[src/rtl/seg_scan_ctrl.sv]
// rtl/seg_scan_ctrl.sv - 4-digit common-anode 7-segment scan scheduler
// Round-robin digit slots with dead-time blanking, per-frame snapshot, lz suppression and blink.
module seg_scan_ctrl #(
  parameter int SCAN_DIV  = 100000,
  parameter int BLANK_CYC = 1000,
  parameter int BLINK_DIV = 25000000
) (
  input  logic       clk,
  input  logic       rstn,
  input  logic       en,
  input  logic [3:0] d0,
  input  logic [3:0] d1,
  input  logic [3:0] d2,
  input  logic [3:0] d3,
  input  logic       lz_en,
  input  logic [3:0] blink_mask,
  output logic [3:0] an,
  output logic [6:0] seg,
  output logic       frame
);

  localparam int CW = (SCAN_DIV > 1) ? $clog2(SCAN_DIV) : 1;
  localparam int BW = (BLINK_DIV > 1) ? $clog2(BLINK_DIV) : 1;
  localparam logic [CW-1:0] SCAN_LAST  = CW'(SCAN_DIV - 1);
  localparam logic [BW-1:0] BLINK_LAST = BW'(BLINK_DIV - 1);

  typedef enum logic {IDLE, SCAN} state_t;

  state_t        state;
  logic [CW-1:0] cnt;
  logic [1:0]    idx;
  logic [3:0]    s0, s1, s2, s3;
  logic [BW-1:0] bcnt;
  logic          phase;
  logic          in_blank;
  logic [3:0]    cur;
  logic [3:0]    blank;

  always_ff @(posedge clk or negedge rstn) begin
    if (!rstn) begin
      state <= IDLE;
      cnt   <= '0;
      idx   <= 2'd0;
      s0    <= 4'h0;
      s1    <= 4'h0;
      s2    <= 4'h0;
      s3    <= 4'h0;
      bcnt  <= '0;
      phase <= 1'b0;
      frame <= 1'b0;
    end else begin
      // blink timebase is free-running so phase is independent of scan state
      if (bcnt == BLINK_LAST) begin
        bcnt  <= '0;
        phase <= ~phase;
      end else begin
        bcnt <= bcnt + 1'b1;
      end

      frame <= 1'b0;
      case (state)
        IDLE: begin
          if (en) begin
            state <= SCAN;
            cnt   <= '0;
            idx   <= 2'd0;
            s0    <= d0;
            s1    <= d1;
            s2    <= d2;
            s3    <= d3;
            frame <= 1'b1;
          end
        end
        SCAN: begin
          if (!en) begin
            state <= IDLE;
          end else if (cnt == SCAN_LAST) begin
            cnt <= '0;
            idx <= idx + 1'b1;
            // snapshot only at the frame boundary so a counter never tears mid-frame
            if (idx == 2'd3) begin
              s0    <= d0;
              s1    <= d1;
              s2    <= d2;
              s3    <= d3;
              frame <= 1'b1;
            end
          end else begin
            cnt <= cnt + 1'b1;
          end
        end
        default: state <= IDLE;
      endcase
    end
  end

  generate
    if (BLANK_CYC == 0) begin : g_noblank
      assign in_blank = 1'b0;
    end else begin : g_blank
      localparam logic [CW-1:0] BLANK_V = CW'(BLANK_CYC);
      assign in_blank = (cnt < BLANK_V);
    end
  endgenerate

  function automatic logic [6:0] hex7(input logic [3:0] v);
    case (v)
      4'h0: hex7 = 7'h40;
      4'h1: hex7 = 7'h79;
      4'h2: hex7 = 7'h24;
      4'h3: hex7 = 7'h30;
      4'h4: hex7 = 7'h19;
      4'h5: hex7 = 7'h12;
      4'h6: hex7 = 7'h02;
      4'h7: hex7 = 7'h78;
      4'h8: hex7 = 7'h00;
      4'h9: hex7 = 7'h10;
      4'hA: hex7 = 7'h08;
      4'hB: hex7 = 7'h03;
      4'hC: hex7 = 7'h46;
      4'hD: hex7 = 7'h21;
      4'hE: hex7 = 7'h06;
      default: hex7 = 7'h0E;
    endcase
  endfunction

  always_comb begin
    case (idx)
      2'd0:    cur = s0;
      2'd1:    cur = s1;
      2'd2:    cur = s2;
      default: cur = s3;
    endcase
    blank[3] = lz_en && (s3 == 4'h0);
    blank[2] = lz_en && (s3 == 4'h0) && (s2 == 4'h0);
    blank[1] = lz_en && (s3 == 4'h0) && (s2 == 4'h0) && (s1 == 4'h0);
    blank[0] = 1'b0;
    blank    = blank | (phase ? blink_mask : 4'h0);
    an  = 4'hF;
    seg = 7'h7F;
    if (state == SCAN && !in_blank && !blank[idx]) begin
      an  = ~(4'b0001 << idx);
      seg = hex7(cur);
    end
  end

endmodule

[config.mk]
export PLATFORM = sky130hd
export DESIGN_NAME = seg_scan_ctrl
export DESIGN_NICKNAME = d
export VERILOG_FILES = /design/src/rtl/seg_scan_ctrl.sv
export SDC_FILE = /design/constraint.sdc
export NUM_CORES = 1
export LEC_CHECK = 0
export ABC_CLOCK_PERIOD_IN_PS = 6220
export BUFFER_PORTS_ARGS = -buffer_cell sky130_fd_sc_hd__buf_2
export CAP_MARGIN = 30
export CORE_AREA = 2 2 94 96
export DETAILED_ROUTE_END_ITERATION = 10
export DIE_AREA = 0 0 96 98
export GPL_TIMING_DRIVEN = 0
export SLEW_MARGIN = 5
export SYNTH_ARGS = -nofsm -noshare
export SYNTH_HDL_FRONTEND = slang
export SYNTH_SLANG_ARGS = --single-unit
[constraint.sdc]
create_clock -name clk -period 6.22 [get_ports clk]
set_clock_uncertainty 0.1 [all_clocks]
set_input_delay 1.555 -clock clk [delete_from_list [all_inputs] [get_ports clk]]
set_output_delay 1.555 -clock clk [all_outputs]
set_load 0.02 [all_outputs]
; Word-level counts from Yosys, hierarchy flattened
; Memory sizes are Yosys's and may differ from the RTL's.
; Cells that the tools add are included.
[word_totals]
regBits = 63
latch_bits = 0
ramBits = 0
romBits = 112
inputBits = 24
output_inout_bits = 12
wordCells = 84
memories = 1
[op_classes]
add_sub_neg = 3
multipliers = 0
div = 0
order_cmp = 2
n_eq_ne = 9
n_shift = 1
n_mux = 40
bitwise = 4
reduce_logical = 14
[memory_table]
columns = name, depth, width, read_ports, rd_ports_with_merged_regs, write_ports, line
row1 = (no name shown), 16, 7, 1, 0, 0, 107  ; case (v)
[op_table]
columns = op, n
row1 = $mux 4, 18
row2 = $mux 17, 3
row3 = $pmux 17 s2, 1
row4 = $pmux 4 s2, 4
row5 = $add 25x1->25 const B, 1
row6 = $eq 25x25->1 const B, 1
row7 = $mux 25, 1
row8 = $add 17x1->17 const B, 1
row9 = $eq 17x17->1 const B, 1
row10 = $lt 17x10->1 const B, 1
row11 = $logic_not 4->1, 3
row12 = $pmux 4 s3, 1
row13 = $mux 7, 1
row14 = $mux 2, 3
row15 = $logic_and 1x1->1, 5
row16 = $mux 1, 5
row17 = $eq 2x2->1 const B, 2
row18 = $ne 2x1->1 const B, 2
row19 = $ne 2x2->1 const B, 2
row20 = $not 4->4, 1
row21 = $or 4x4->4, 1
row22 = $pmux 2 s2, 1
row23 = $reduce_and 4->1, 1
row24 = $shl 1x2->4 const A, 1
row25 = other kinds (10), 12

; Longest topological paths before layout
[depth]
depth_word = 10
mapped_depth = 9

; Worst setup path after synthesis
; OpenSTA, ideal clock, no wires.
[synth_timing]
path_type = in2out
startpoint = input blink_mask[3]
endpoint = output seg[5]
arrival_ns = 2.698
slack_ns = 1.867
path_stages = 5
path_buffers = 1
cell_sequence = mux2_2 > a31oi_1 > and4_1 > clkbuf_1 > o221ai_1
[synth_between]
elab_chain_len = 7
[synth_lines]
columns = item, line
row1 = from (decl), 16  ; input logic [3:0] blink_mask,
row2 = $mux 4, 138  ; blank = blank | (phase ? blink_mask : 4'h0);
row3 = $or 4x4->4, 138
row4 = $bmux 1 s2, 141  ; if (state == SCAN && !in_blank && !blank[idx]) begin
row5 = $mux 1 (not written as such), 141
row6 = $logic_not 1->1, 141
row7 = $logic_and 1x1->1, 141
row8 = $mux 7, 141
row9 = to (decl), 18  ; output logic [6:0] seg,
; No other way between the ends. The select of a mux whose other input is x is not followed.

; Final worst setup path
; Ends and elaborated chain as after synthesis.

==> metrics.txt <==
number of endpoints failing setup at the final stage=0; routed len/inst=14.3 µm; Hold Crit Start=bcnt[4]; leakage power summed over all cells=1.74 nW; flop and latch count out of synthesis=63; PnR Total Power=0.00103 W; fraction of layout cells with a size suffix above 1=21.4%; post-CTS setup buffer count=0; maximum vdd ir drop=0.000148 V; Slew headroom=47.1%; CTS HTree Levels=3; critical path fanouts, max=10; core footprint=8470 µm²; later-pin clock latency in the skew report=0.33 ns; clock-pin slew on the worst setup and hold paths=0.07 ns; post-layout min period=4.65 ns; # port buffers=35; diode count=0; Area Overhead vs Synth=15.4%; CTS resizes=0; max capacitance violation total=0; final instance area=3900 µm²; leading cell types in the layout, fill and taps excluded=sky130_fd_sc_hd__dfrtp_1 (63), sky130_fd_sc_hd__buf_2 (38), sky130_fd_sc_hd__nor2_1 (35), sky130_fd_sc_hd__nand2_1 (22); initial core utilization=39.9%; number of enable-type register cells in the synthesized netlist=0; Fill cells=826; first-pass GRT wire length=11700 µm; Std-Cell Rows=34; Crit Reg-Reg Startpoint=cnt[11]; maximum number of pins on one net before global-route repair=64; clock tree from TritonCTS=built; # placed instances=471; total die area=9410 µm²; Post-Place Worst Slack=1.60 ns; source of the critical timing path=blink_mask[3]; critical path startpoint category=input pin; total power divided by cell area=263 nW/µm²; all-layer global routing usage=15.9%; number of vias in the routed layout=2520; post-synth cell types=44; vias per cell=5.17; Worst-Margin Slew=0.793 ns; placed cell area=3690 µm²; cell area after synthesis=3380 µm²; post-route antenna net violation count=0; setup repair after global routing missed its margin=false; mean instance size in the synthesized netlist=10.3 µm²; Layout Cells excl Fill=487; routability congestion estimate=0.775; initial DRC count=90; clock buffer depth=2; total number of yosys warnings=0; initial antenna violation count=0; boundary pin count=36; required arrival time at the worst endpoint=4.57 ns; data arrival at the endpoint of the critical path=3.00 ns; CP Capture Type=output pin; share of synthesized area occupied by flip-flops and latches=46.6%; worst setup slack for register-to-register paths=3.73 ns; cell count after synthesis=328; clock sink count=63; Die Y-Extent=98 µm; number of global-route vias before repair=2472; final critical-path share of the clock period=74.8%; Post-Synthesis Net Count=363; total congestion overflow=0; number of nets in the final layout=409; maximum frequency from static timing analysis=0.215 GHz; Die Width=96 µm; Residual DRC=0; root buffer selected by CTS=sky130_fd_sc_hd__clkbuf_8; final worst slack=1.57 ns; min-delay worst type=register to register; status=complete, no violations; hold violation total from the final report=0; Inserted Clock Buffers=9; most common cell after layout, fill and taps aside=sky130_fd_sc_hd__dfrtp_1; Crit Path Class=input pin to output pin; Post-CTS Hold Fix Bufs=0; async set-or-reset flop fraction in the synthesized netlist=100%; hpwl dp=4980 µm; routed wire length=6950 µm; number of pins with negative max-slew slack in the final report=0; Main synth FF type=sky130_fd_sc_hd__dfrtp_1; setup_tns=0 ns; iteration count of the initial detailed-routing pass=4
-- cell type report --
class                   count  area, µm²  area share (%)
inverters                  15       56.3            1.44
multi-input cells         239       1700            43.4
plain buffers              11       53.8            1.38
flip-flops and latches     63       1580            40.4
clock buffers              10        138            3.53
well taps                 108        135            3.46
clock inverters             6       70.1            1.80
repair buffers             35        178            4.55
-- final timing paths --
| kind | endpoint | cells after the start |
|---|---|---|
| max in group asynchronous | cnt[3] | 1 |
| hold / removal | bcnt[4] | 1 |
| setup reg to reg | s3[3] | 6 |
| setup / recovery | seg[5] | 7 |
| min in group asynchronous | bcnt[4] | 1 |
| hold reg to reg | bcnt[4] | 1 |
-- report_power, final --
part,internal [W],leakage (nW),switching (W)
Clock,0.000197,0.0947,0.000167
Combinational,0.0000889,0.817,0.000109
Sequential,0.000438,0.824,0.0000279
-- cell usage after synthesis, drive strengths merged (4+ instances only) --
cell type | count | area share (%)
a21oi | 6 | 0.89
and3 | 8 | 1.5
buf | 5 | 0.92
clkbuf | 6 | 0.67
dfrtp | 63 | 47
ha | 11 | 4.1
inv | 15 | 1.7
mux2 | 20 | 7.7
mux2i | 6 | 1.8
nand2 | 22 | 2.4
nand3 | 16 | 2.4
nand4 | 14 | 2.6
nor2 | 35 | 3.9
nor3 | 7 | 1.0
nor4 | 4 | 0.74
o211ai | 4 | 0.89
o21ai | 15 | 2.6
or4 | 4 | 1.0
xnor2 | 15 | 3.9
xor2 | 16 | 4.1
-- registers in the layout, summed over array words and instances (netlist names) --
name and flops:
bcnt 25, cnt 17, s0 4, s1 4, s2 4, s3 4, idx 2, frame 1
phase 1, state 1
-- through the flow --
stage | hold slack [ns] | utilization (%)
after global routing | 0.419 | 46.1
after CTS | 0.379 | 46.1
after floorplan | 0.339 | -
final | 0.370 | 46.1
after detailed placement | 0.362 | 43.6
after global placement | 0.357 | 43.6
-- worst max-delay path: stages --
cell and delay [ns]:
sky130_fd_sc_hd__buf_2 0.09, sky130_fd_sc_hd__mux2_2 0.27, sky130_fd_sc_hd__a31oi_1 0.16, sky130_fd_sc_hd__and4_1 0.24, sky130_fd_sc_hd__clkbuf_1 0.31, sky130_fd_sc_hd__o221ai_1 0.18, sky130_fd_sc_hd__buf_2 0.19
-- metal layers --
layer | part of all wire (%) | vias up | track usage (%)
met1 | 48 | 1212 | 22.0
met3 | 3.9 | 5 | 4.40
met4 | 1.1 | 0 | 4.51
met2 | 47 | 42 | 24.4
met5 | 0 | - | 0
li1 | - | 1261 | -
-- logic make-up (layout without fill, tap and decap cells) --
family | after synthesis | in the layout | synth area share [%]
buffers and inverters | 26 | 77 | 3.26
and+or+nand+nor | 128 | 128 | 19.8
xor gates and xnor gates | 31 | 31 | 8.03
adders and majority gates | 11 | 11 | 4.07
AOI/OAI and AO/OA | 43 | 43 | 8.81
DFF | 63 | 63 | 46.6
muxes | 26 | 26 | 9.43
Note: power is estimated with default switching activity, not from simulation.
